--- src/rtl/pipe_ctrl_pkg.sv ---
// Shared types and constants for the pipeline controller: stall bus layout,
// canonical stall patterns and FSM state encoding.
package pipe_ctrl_pkg;

    localparam int unsigned StallBus = 6;

    typedef logic [StallBus-1:0] stall_t;

    localparam logic Stop   = 1'b1;
    localparam logic NoStop = 1'b0;

    // Bit order: [0] pc, [1] if, [2] id, [3] ex, [4] mem, [5] wb
    localparam stall_t StallNone = 6'b000000;
    localparam stall_t StallId   = 6'b000111;
    localparam stall_t StallEx   = 6'b001111;
    localparam stall_t StallMem  = 6'b011111;
    localparam stall_t StallAll  = 6'b111111;

    typedef enum logic [1:0] {
        StRun   = 2'b00,
        StDiv   = 2'b01,
        StFlush = 2'b10
    } state_e;

    // The deepest requesting stage wins; each pattern freezes itself and everything upstream.
    function automatic stall_t stall_pattern(input logic req_id, input logic req_ex,
                                             input logic req_mem);
        if (req_mem) begin
            return StallMem;
        end else if (req_ex) begin
            return StallEx;
        end else if (req_id) begin
            return StallId;
        end
        return StallNone;
    endfunction

endpackage

--- src/rtl/pipe_ctrl_if.sv ---
// Handshake bundle between the pipeline stages (master) and the controller (slave).
interface pipe_ctrl_if;
    import pipe_ctrl_pkg::*;

    logic        stallreq_id;
    logic        stallreq_ex;
    logic        stallreq_mem;
    logic        div_req;
    logic        div_done;
    logic        excp_req;
    logic [31:0] excp_pc;
    stall_t      stall;
    logic        flush;
    logic [31:0] new_pc;
    logic        div_start;
    logic        div_annul;
    logic [15:0] stall_cnt;
    logic        stall_timeout;

    modport master (
        output stallreq_id, stallreq_ex, stallreq_mem, div_req, div_done, excp_req, excp_pc,
        input  stall, flush, new_pc, div_start, div_annul, stall_cnt, stall_timeout
    );

    modport slave (
        input  stallreq_id, stallreq_ex, stallreq_mem, div_req, div_done, excp_req, excp_pc,
        output stall, flush, new_pc, div_start, div_annul, stall_cnt, stall_timeout
    );

endinterface

--- src/rtl/stall_perf_cnt.sv ---
// Stall statistics: saturating total of stalled cycles plus a sticky watchdog
// that fires after TIMEOUT_CYC consecutive stalled cycles.
module stall_perf_cnt
    import pipe_ctrl_pkg::*;
#(
    parameter int unsigned TIMEOUT_CYC = 200
) (
    input  logic        clk,
    input  logic        rst,
    input  logic        stall_pc,
    output logic [15:0] stall_cnt,
    output logic        stall_timeout
);

    logic [15:0] cnt_q, cnt_d;
    logic [7:0]  consec_q, consec_d;
    logic        timeout_q, timeout_d;
    logic        stalled;

    assign stalled = (stall_pc == Stop);

    always_comb begin
        cnt_d     = cnt_q;
        consec_d  = '0;
        timeout_d = timeout_q;
        if (stalled && (cnt_q != 16'hFFFF)) begin
            cnt_d = cnt_q + 16'd1;
        end
        if (stalled) begin
            consec_d = (consec_q == 8'hFF) ? consec_q : consec_q + 8'd1;
        end
        // Flag rises together with the count reaching the limit, then sticks until reset.
        if (32'(consec_d) == TIMEOUT_CYC) begin
            timeout_d = 1'b1;
        end
    end

    always_ff @(posedge clk or negedge rst) begin
        if (!rst) begin
            cnt_q     <= '0;
            consec_q  <= '0;
            timeout_q <= 1'b0;
        end else begin
            cnt_q     <= cnt_d;
            consec_q  <= consec_d;
            timeout_q <= timeout_d;
        end
    end

    assign stall_cnt     = cnt_q;
    assign stall_timeout = timeout_q;

endmodule

--- src/rtl/pipe_ctrl.sv ---
// Pipeline hazard/flush controller: merges stage stall requests, sequences
// multi-cycle divides and turns exceptions into a one-cycle registered flush.
module pipe_ctrl
    import pipe_ctrl_pkg::*;
#(
    parameter int unsigned TIMEOUT_CYC = 200
) (
    input logic       clk,
    input logic       rst,
    pipe_ctrl_if.slave bus
);

    state_e      state_q, state_d;
    logic        flush_q;
    logic [31:0] new_pc_q, new_pc_d;
    stall_t      stall;
    stall_t      req_pat;
    logic        div_start;
    logic        div_annul;
    logic [15:0] stall_cnt;
    logic        stall_timeout;

    assign req_pat = stall_pattern(bus.stallreq_id, bus.stallreq_ex, bus.stallreq_mem);

    always_ff @(posedge clk or negedge rst) begin
        if (!rst) begin
            state_q  <= StRun;
            flush_q  <= 1'b0;
            new_pc_q <= '0;
        end else begin
            state_q  <= state_d;
            flush_q  <= (state_d == StFlush);
            new_pc_q <= new_pc_d;
        end
    end

    always_comb begin
        state_d = state_q;
        unique case (state_q)
            StRun: begin
                if (bus.excp_req) begin
                    state_d = StFlush;
                end else if (bus.div_req) begin
                    state_d = StDiv;
                end
            end
            StDiv: begin
                if (bus.excp_req) begin
                    state_d = StFlush;
                end else if (bus.div_done) begin
                    state_d = StRun;
                end
            end
            StFlush: state_d = StRun;
            default: state_d = StRun;
        endcase
        // The handler address is latched only on the edge that enters the flush state.
        new_pc_d = (state_d == StFlush) ? bus.excp_pc : new_pc_q;
    end

    always_comb begin
        stall     = StallNone;
        div_start = 1'b0;
        div_annul = 1'b0;
        if (rst) begin
            unique case (state_q)
                StRun: begin
                    if (bus.excp_req) begin
                        stall = StallAll;
                    end else if (bus.div_req) begin
                        div_start = 1'b1;
                        stall     = req_pat | StallEx;
                    end else begin
                        stall = req_pat;
                    end
                end
                StDiv: begin
                    if (bus.excp_req) begin
                        div_annul = 1'b1;
                        stall     = StallAll;
                    end else if (bus.div_done) begin
                        stall = req_pat;
                    end else begin
                        stall = req_pat | StallEx;
                    end
                end
                StFlush: stall = StallNone;
                default: stall = StallNone;
            endcase
        end
    end

    stall_perf_cnt #(
        .TIMEOUT_CYC(TIMEOUT_CYC)
    ) u_stall_perf_cnt (
        .clk          (clk),
        .rst          (rst),
        .stall_pc     (stall[0]),
        .stall_cnt    (stall_cnt),
        .stall_timeout(stall_timeout)
    );

    assign bus.stall         = stall;
    assign bus.div_start     = div_start;
    assign bus.div_annul     = div_annul;
    assign bus.flush         = flush_q;
    assign bus.new_pc        = new_pc_q;
    assign bus.stall_cnt     = stall_cnt;
    assign bus.stall_timeout = stall_timeout;

endmodule

--- src/flat_wrapper.sv ---
// flat-port wrapper written by rule: the top's interface ports become plain ports
module pipe_ctrl_flat import pipe_ctrl_pkg::*;
#(
    parameter int unsigned TIMEOUT_CYC = 200
)
  (clk, rst, bus_stallreq_id, bus_stallreq_ex, bus_stallreq_mem, bus_div_req, bus_div_done, bus_excp_req, bus_excp_pc, bus_stall, bus_flush, bus_new_pc, bus_div_start, bus_div_annul, bus_stall_cnt, bus_stall_timeout);
  pipe_ctrl_if bus_i ();
  input logic clk;
  input logic rst;
  input wire logic [$bits(bus_i.stallreq_id)-1:0] bus_stallreq_id;
  input wire logic [$bits(bus_i.stallreq_ex)-1:0] bus_stallreq_ex;
  input wire logic [$bits(bus_i.stallreq_mem)-1:0] bus_stallreq_mem;
  input wire logic [$bits(bus_i.div_req)-1:0] bus_div_req;
  input wire logic [$bits(bus_i.div_done)-1:0] bus_div_done;
  input wire logic [$bits(bus_i.excp_req)-1:0] bus_excp_req;
  input wire logic [$bits(bus_i.excp_pc)-1:0] bus_excp_pc;
  output wire logic [$bits(bus_i.stall)-1:0] bus_stall;
  output wire logic [$bits(bus_i.flush)-1:0] bus_flush;
  output wire logic [$bits(bus_i.new_pc)-1:0] bus_new_pc;
  output wire logic [$bits(bus_i.div_start)-1:0] bus_div_start;
  output wire logic [$bits(bus_i.div_annul)-1:0] bus_div_annul;
  output wire logic [$bits(bus_i.stall_cnt)-1:0] bus_stall_cnt;
  output wire logic [$bits(bus_i.stall_timeout)-1:0] bus_stall_timeout;
  assign bus_i.stallreq_id = bus_stallreq_id;
  assign bus_i.stallreq_ex = bus_stallreq_ex;
  assign bus_i.stallreq_mem = bus_stallreq_mem;
  assign bus_i.div_req = bus_div_req;
  assign bus_i.div_done = bus_div_done;
  assign bus_i.excp_req = bus_excp_req;
  assign bus_i.excp_pc = bus_excp_pc;
  assign bus_stall = bus_i.stall;
  assign bus_flush = bus_i.flush;
  assign bus_new_pc = bus_i.new_pc;
  assign bus_div_start = bus_i.div_start;
  assign bus_div_annul = bus_i.div_annul;
  assign bus_stall_cnt = bus_i.stall_cnt;
  assign bus_stall_timeout = bus_i.stall_timeout;
  pipe_ctrl #(.TIMEOUT_CYC(TIMEOUT_CYC)) u_core (.clk(clk), .rst(rst), .bus(bus_i));
endmodule
--- config.mk ---
export PLATFORM = sky130hd
export DESIGN_NAME = pipe_ctrl_flat
export DESIGN_NICKNAME = d
export VERILOG_FILES = /design/src/rtl/pipe_ctrl_pkg.sv /design/src/rtl/pipe_ctrl_if.sv /design/src/rtl/stall_perf_cnt.sv /design/src/rtl/pipe_ctrl.sv /design/src/flat_wrapper.sv
export SDC_FILE = /design/constraint.sdc
export NUM_CORES = 1
export LEC_CHECK = 0
export ABC_AREA = 1
export ABC_CLOCK_PERIOD_IN_PS = 1800
export CORE_UTILIZATION = 45
export CTS_CLUSTER_SIZE = 16
export DETAILED_ROUTE_END_ITERATION = 8
export PLACE_DENSITY = 0.85
export SLEW_MARGIN = 15
export SYNTH_ARGS = -nofsm -noshare
export SYNTH_HDL_FRONTEND = slang
export SYNTH_HIERARCHICAL = 1
export SYNTH_SLANG_ARGS = --single-unit
--- constraint.sdc ---
create_clock -name clk -period 1.8 [get_ports clk]
set_input_delay 0.36 -clock clk [delete_from_list [all_inputs] [get_ports clk]]
set_output_delay 0.36 -clock clk [all_outputs]
set_load 0.005 [all_outputs]
# Yosys cells after proc, flatten, opt, wreduce, memory -nomap -nowiden
# Cells that the tools add are included.
dict set report classes {
  addsub 2
  eq_ne 5
  mux 27
  reduce_logical 2
}
# cell n
set op_table {}
lappend op_table {{6-bit 2-to-1 mux} 7}
lappend op_table {{16-bit by 1-bit adder with 16-bit output, second input constant} 1}
lappend op_table {{8-bit == test, second input constant} 2}
lappend op_table {{8-bit 2-to-1 mux} 2}
lappend op_table {{16-bit inequality test, second input constant} 1}
lappend op_table {{6-bit case mux with 2 select lines} 1}
lappend op_table {{1-bit 2-to-1 mux} 10}
lappend op_table {{8-bit by 1-bit adder with 8-bit output, second input constant} 1}
lappend op_table {{2-bit 2-to-1 mux} 4}
lappend op_table {{4-bit 2-to-1 mux} 2}
lappend op_table {{2-bit case mux with 2 select lines} 1}
lappend op_table {{2-bit by 1-bit == test with 1-bit output, second input constant} 1}
lappend op_table {{2-bit == test, second input constant} 1}
lappend op_table {{2-bit zero test} 1}
lappend op_table {{1-bit logical AND} 1}
dict set report word_totals {
  reg_bits 60
  input_bits 40
  wordCells 42
}

# Longest topological paths before layout
dict set report logic_depth {
  word_depth 10
  ltp_mapped 12
}

# By module
# The synthesis kept the hierarchy.
# mod instances cells_per_inst area_per_inst_um2 seq_area_each_um2
set by_module_without_submodules {}
lappend by_module_without_submodules {pipe_ctrl 1 164 1455.1 875.8}
lappend by_module_without_submodules {stall_perf_cnt 1 182 1430.1 625.6}

# Worst setup path after synthesis
# No wires, ideal clock.
dict set report synth_path {
  kind {reg2reg}
  startpoint {reg u_core.state_q[1]}
  endpoint {reg u_core.u_stall_perf_cnt.timeout_q (netlist: u_core/u_stall_perf_cnt/stall_timeout)}
  setup_ns 0.065
  arrival_ns 1.469
  required_time_ns 1.735
  setup_slack_ns 0.266
  path_stages_with_launch 13
  n_path_buf 1
  path_cell_list {dfrtp_1 -> nor2_1 -> nand2_1 -> nand2_1 -> nand2_1 -> nand3_1 -> buf_2 -> inv_1 -> a21oi_1 -> nand2_1 -> nor2_1 -> nand3_1 -> nand2_1}
}
dict set report synth_between {
  elab_chain_len 5
}
# element line
set synth_lines {}
lappend synth_lines {{from (decl)} pipe_ctrl.sv:13} ;# state_e state_q, state_d;
lappend synth_lines {{from (signal assigned)} pipe_ctrl.sv:27} ;# state_q <= StRun;
lappend synth_lines {{from (signal assigned)} pipe_ctrl.sv:31} ;# state_q <= state_d;
lappend synth_lines {{2-bit by 1-bit == test with 1-bit output / 2-bit zero test (equally long branches)} pipe_ctrl.sv:66} ;# unique case (state_q)
lappend synth_lines {{6-bit case mux with 2 select lines (*)} pipe_ctrl.sv:66}
lappend synth_lines {{6-bit 2-to-1 mux (*)} pipe_ctrl.sv:65} ;# if (rst) begin
lappend synth_lines {{named net bus_stall[0]} flat_wrapper.sv:17} ;# output wire logic [$bits(bus_i.stall)-1:0] bus_stall;
lappend synth_lines {{8-bit 2-to-1 mux (*)} stall_perf_cnt.sv:29} ;# if (stalled) begin
lappend synth_lines {{8-bit == test (*)} stall_perf_cnt.sv:33} ;# if (32'(consec_d) == TIMEOUT_CYC) begin
lappend synth_lines {{to (signal assigned)} stall_perf_cnt.sv:46} ;# timeout_q <= timeout_d;
lappend synth_lines {{to (decl)} stall_perf_cnt.sv:17} ;# logic timeout_q, timeout_d;
# Mark *: on every way through the listed nets, which the timed path passes. The rest lies on a longest branch.
# A chain may end at the register's enable or synchronous reset.

# Worst setup path in the final report
dict set report layout_path {
  startpoint {reg u_core.state_q[1]}
  endpoint {out bus_stall[1]}
}
dict set report layout_between {
  elab_chain_len 3
}
# element line
set layout_lines {}
lappend layout_lines {{2-bit by 1-bit == test with 1-bit output / 2-bit zero test (equally long branches)} pipe_ctrl.sv:66}
lappend layout_lines {{6-bit case mux with 2 select lines (*)} pipe_ctrl.sv:66}
lappend layout_lines {{6-bit 2-to-1 mux (*)} pipe_ctrl.sv:65}
lappend layout_lines {{to (decl)} flat_wrapper.sv:17}
# Every way passes the cells marked *; elsewhere a longest branch is shown, timed or not.

==> qor.yml <==
placed_design:
  io_buffer_count: 97
  globalplace.congestion: 0.791
  post-place-ws_ns: -0.417
  dpl_cell_area_um2: 3950
  dpl.hpwl_um: 5050
  dp_cells: 521
routing:
  first_iter_violations: 108
  drt-total-wl_um: 7000
  vias: 2629
  via_per_inst: 4.86
  drt_first_pass_iters: 4
  post_drt_wl_per_cell_um: 12.9
  antenna_left: 0
  drc_errors: 0
setup_path:
  critPathKind: "register to output pin"
  crit_chain: "inv_2, buf_6, nand3_2, nand2_2, nand2_2, nand3_4, clkbuf_2"
  ff2ff_setup_slack_ns: 0.20
  crit_path_max_fanout: 4
  worst_path_max_delay_cell: "dfrtp_1"
  cp_top_family: "flip-flops"
  required_ns: 1.44
  cp.arrival_ns: 1.35
  reg2reg_to: "u_core/u_stall_perf_cnt/stall_cnt[10]"
  startpoint: "u_core/state_q[1]"
  cp_common_cell: "nand2_2"
  r2r_start: "u_core/state_q[1]"
  cpPeakStageDelay_ns: 0.42
  crit_path_start_kind: "register"
  r2r_cells: 12
  crit_path_end_kind: "output pin"
  critPathBufInv: 3
pwr:
  power.density_nw_per_um2: 916
  power.leakage_nw: 2.07
  peakVddDrop_v: 0.000556
clock_tree:
  cts_tree: "done"
  clk_latency_ns: 0.34
  h-tree-depth: 3
  cts_buffers: 9
  cts_sinks: 60
  clkTransAtPathRegs_ns: 0.06
  cts_root_buffer: "clkbuf_8"
  clock_path_buffers: 2
synth:
  synth.avg_cell_area_um2: 8.34
  synth_area_leaders: "dfrtp_1 52%, nand2_1 18%, inv_1 4.6%"
  yosysWarnings: 6
  yosys.area.top_type: "dfrtp_1"
  synth-seq-area-share_pct: 52.0
  syn_inst: 346
  ys_ff_latch: 60
  yosysUniqueCellTypes: 31
  yosysTopAreaCellShare_pct: 52.0
  syn_nets: 388
  synth_area_um2: 2890
floorplan:
  io_pins: 98
  die_area_um2: 6740
  rows: 28
  core_um2: 6060
  die-width_um: 82.1
  start_util_pct: 47.6
  fp.dieH_um: 82.1
sta:
  fin_worst_skew_ns: 0.00893
  period_needed_ns: 1.71
  clock.fmax_ghz: 0.586
  slew_headroom_pct: 57.6
  slew_viol_final: 0
  setup_slack_ns: 0.0921
  hold_viol: 0
  setup_viol: 0
  min_period_over_period_pct: 94.9
  tns_ns: 0
  worst_slew_pin_slew_ns: 0.636
final_layout:
  design_area_um2: 4180
  diodes: 0
  layout.cells.non_filler: 541
  final_common_cell: "nand2_1"
  drive_gt1_share_pct: 15.7
  layout.nets: 503
  post-route-util_pct: 68.9
  final_cell_mix: "137 x nand2_1, 87 x clkdlybuf4s50_1, 60 x dfrtp_1"
  area_growth_pct: 44.8
global_routing:
  first_global_vias: 2643
  grt-ovfl-total: 0
  grt_max_degree: 53
  track_usage_pct: 23.0
  antenna_found_initial: 0
  grt_pass1_wl_um: 11500
hold_path:
  hold_class: "input port to async pin"
run_status:
  status: "completed"
run:
  maxCapViolCount: 0
==> per-layer routing <==
metal  vias to the layer above  global-route usage (%)  share of wire [%]
li1                       1290                       -                  -
met4                         0                    7.72                1.7
met5                         -                       0                  0
met2                       101                    36.4                 48
met1                      1226                    26.7                 41
met3                        12                    11.9                9.5
==> worst max-delay path by stage <==
stage	slack, ns	to	depth (start not counted)
global route	-0.01	bus_stall[2]	7
finish	0.09	bus_stall[1]	7
global placement	-0.42	bus_stall[0]	6
floorplan	0.27	u_core/u_stall_perf_cnt/stall_timeout	12
CTS	-0.10	bus_stall[2]	7
detailed placement	-0.42	bus_stall[2]	6
==> power by group <==
group	total (W)	switching, W	leakage (nW)	internal [W]
Clock	0.00106	0.000528	0.0824	0.000533
Sequential	0.00175	0.000194	0.757	0.00155
Combinational	0.00102	0.000435	1.23	0.000587
Total	0.00383	0.00116	2.07	0.00267
==> logic make-up (layout without fill, tap and decap cells) <==
group	count (synthesis)	count (layout)	share of synthesized area [%]
compound gates	12	12	2.43
xor+xnor	12	12	3.64
fa+ha+maj	2	2	0.867
buf+inv	48	168	8.20
flops	60	60	52.0
simple gates	212	212	32.8
==> final cells by class <==
type                    count  area, µm²
clock buffers              12        145
clock inverters             4       25.0
fillers                   485       1880
inverters                  39        151
multi-input cells         238       1200
flip-flops and latches     60       1500
well taps                  75       93.8
repair buffers            113       1060
==> stage by stage <==
| step | hold WS, ns | total power, W |
|---|---|---|
| finish | 0.272 | 0.00383 |
| global route | 0.342 | 0.00406 |
| CTS | 0.294 | 0.00386 |
| detailed placement | 0.302 | 0.00278 |
| global placement | 0.292 | 0.00275 |
| floorplan | 0.0644 | 0.00215 |
==> state kept, by name (all words and copies together) (netlist names) <==
signal	cells
u_core/u_stall_perf_cnt/stall_timeout	1
u_core/bus.new_pc	32
u_core/u_stall_perf_cnt/consec_q	8
u_core/bus.flush	1
u_core/state_q	2
u_core/u_stall_perf_cnt/stall_cnt	16
==> synthesized netlist by cell type, drive strengths merged <==
| master | instances |
|---|---|
| a21oi | 3 |
| ha | 2 |
| buf | 9 |
| nand2 | 153 |
| nand3b | 1 |
| nor2 | 23 |
| o21bai | 3 |
| inv | 39 |
| nor3b | 1 |
| nand4 | 3 |
| xnor2 | 1 |
| nand3 | 23 |
| dfrtp | 60 |
| nor4 | 1 |
| o21ai | 4 |
| xor2 | 11 |
| nor3 | 7 |
| a31oi | 2 |
==> worst min-delay path: stages <==
cell	delay, ns
buf_2	0.09
buf_4	0.12
buf_4	0.52
==> timing repair <==
item | 4_1_cts | 5_1_grt
setup buffers | 2 | 1
pin swaps | 0 | 2
endpoints found under the setup margin | 8 | 12
hold endpoints to repair | 8 | 0
hold buffers | 1 | 0
gates resized for setup | 15 | 22
(Power assumes the default switching activity.)
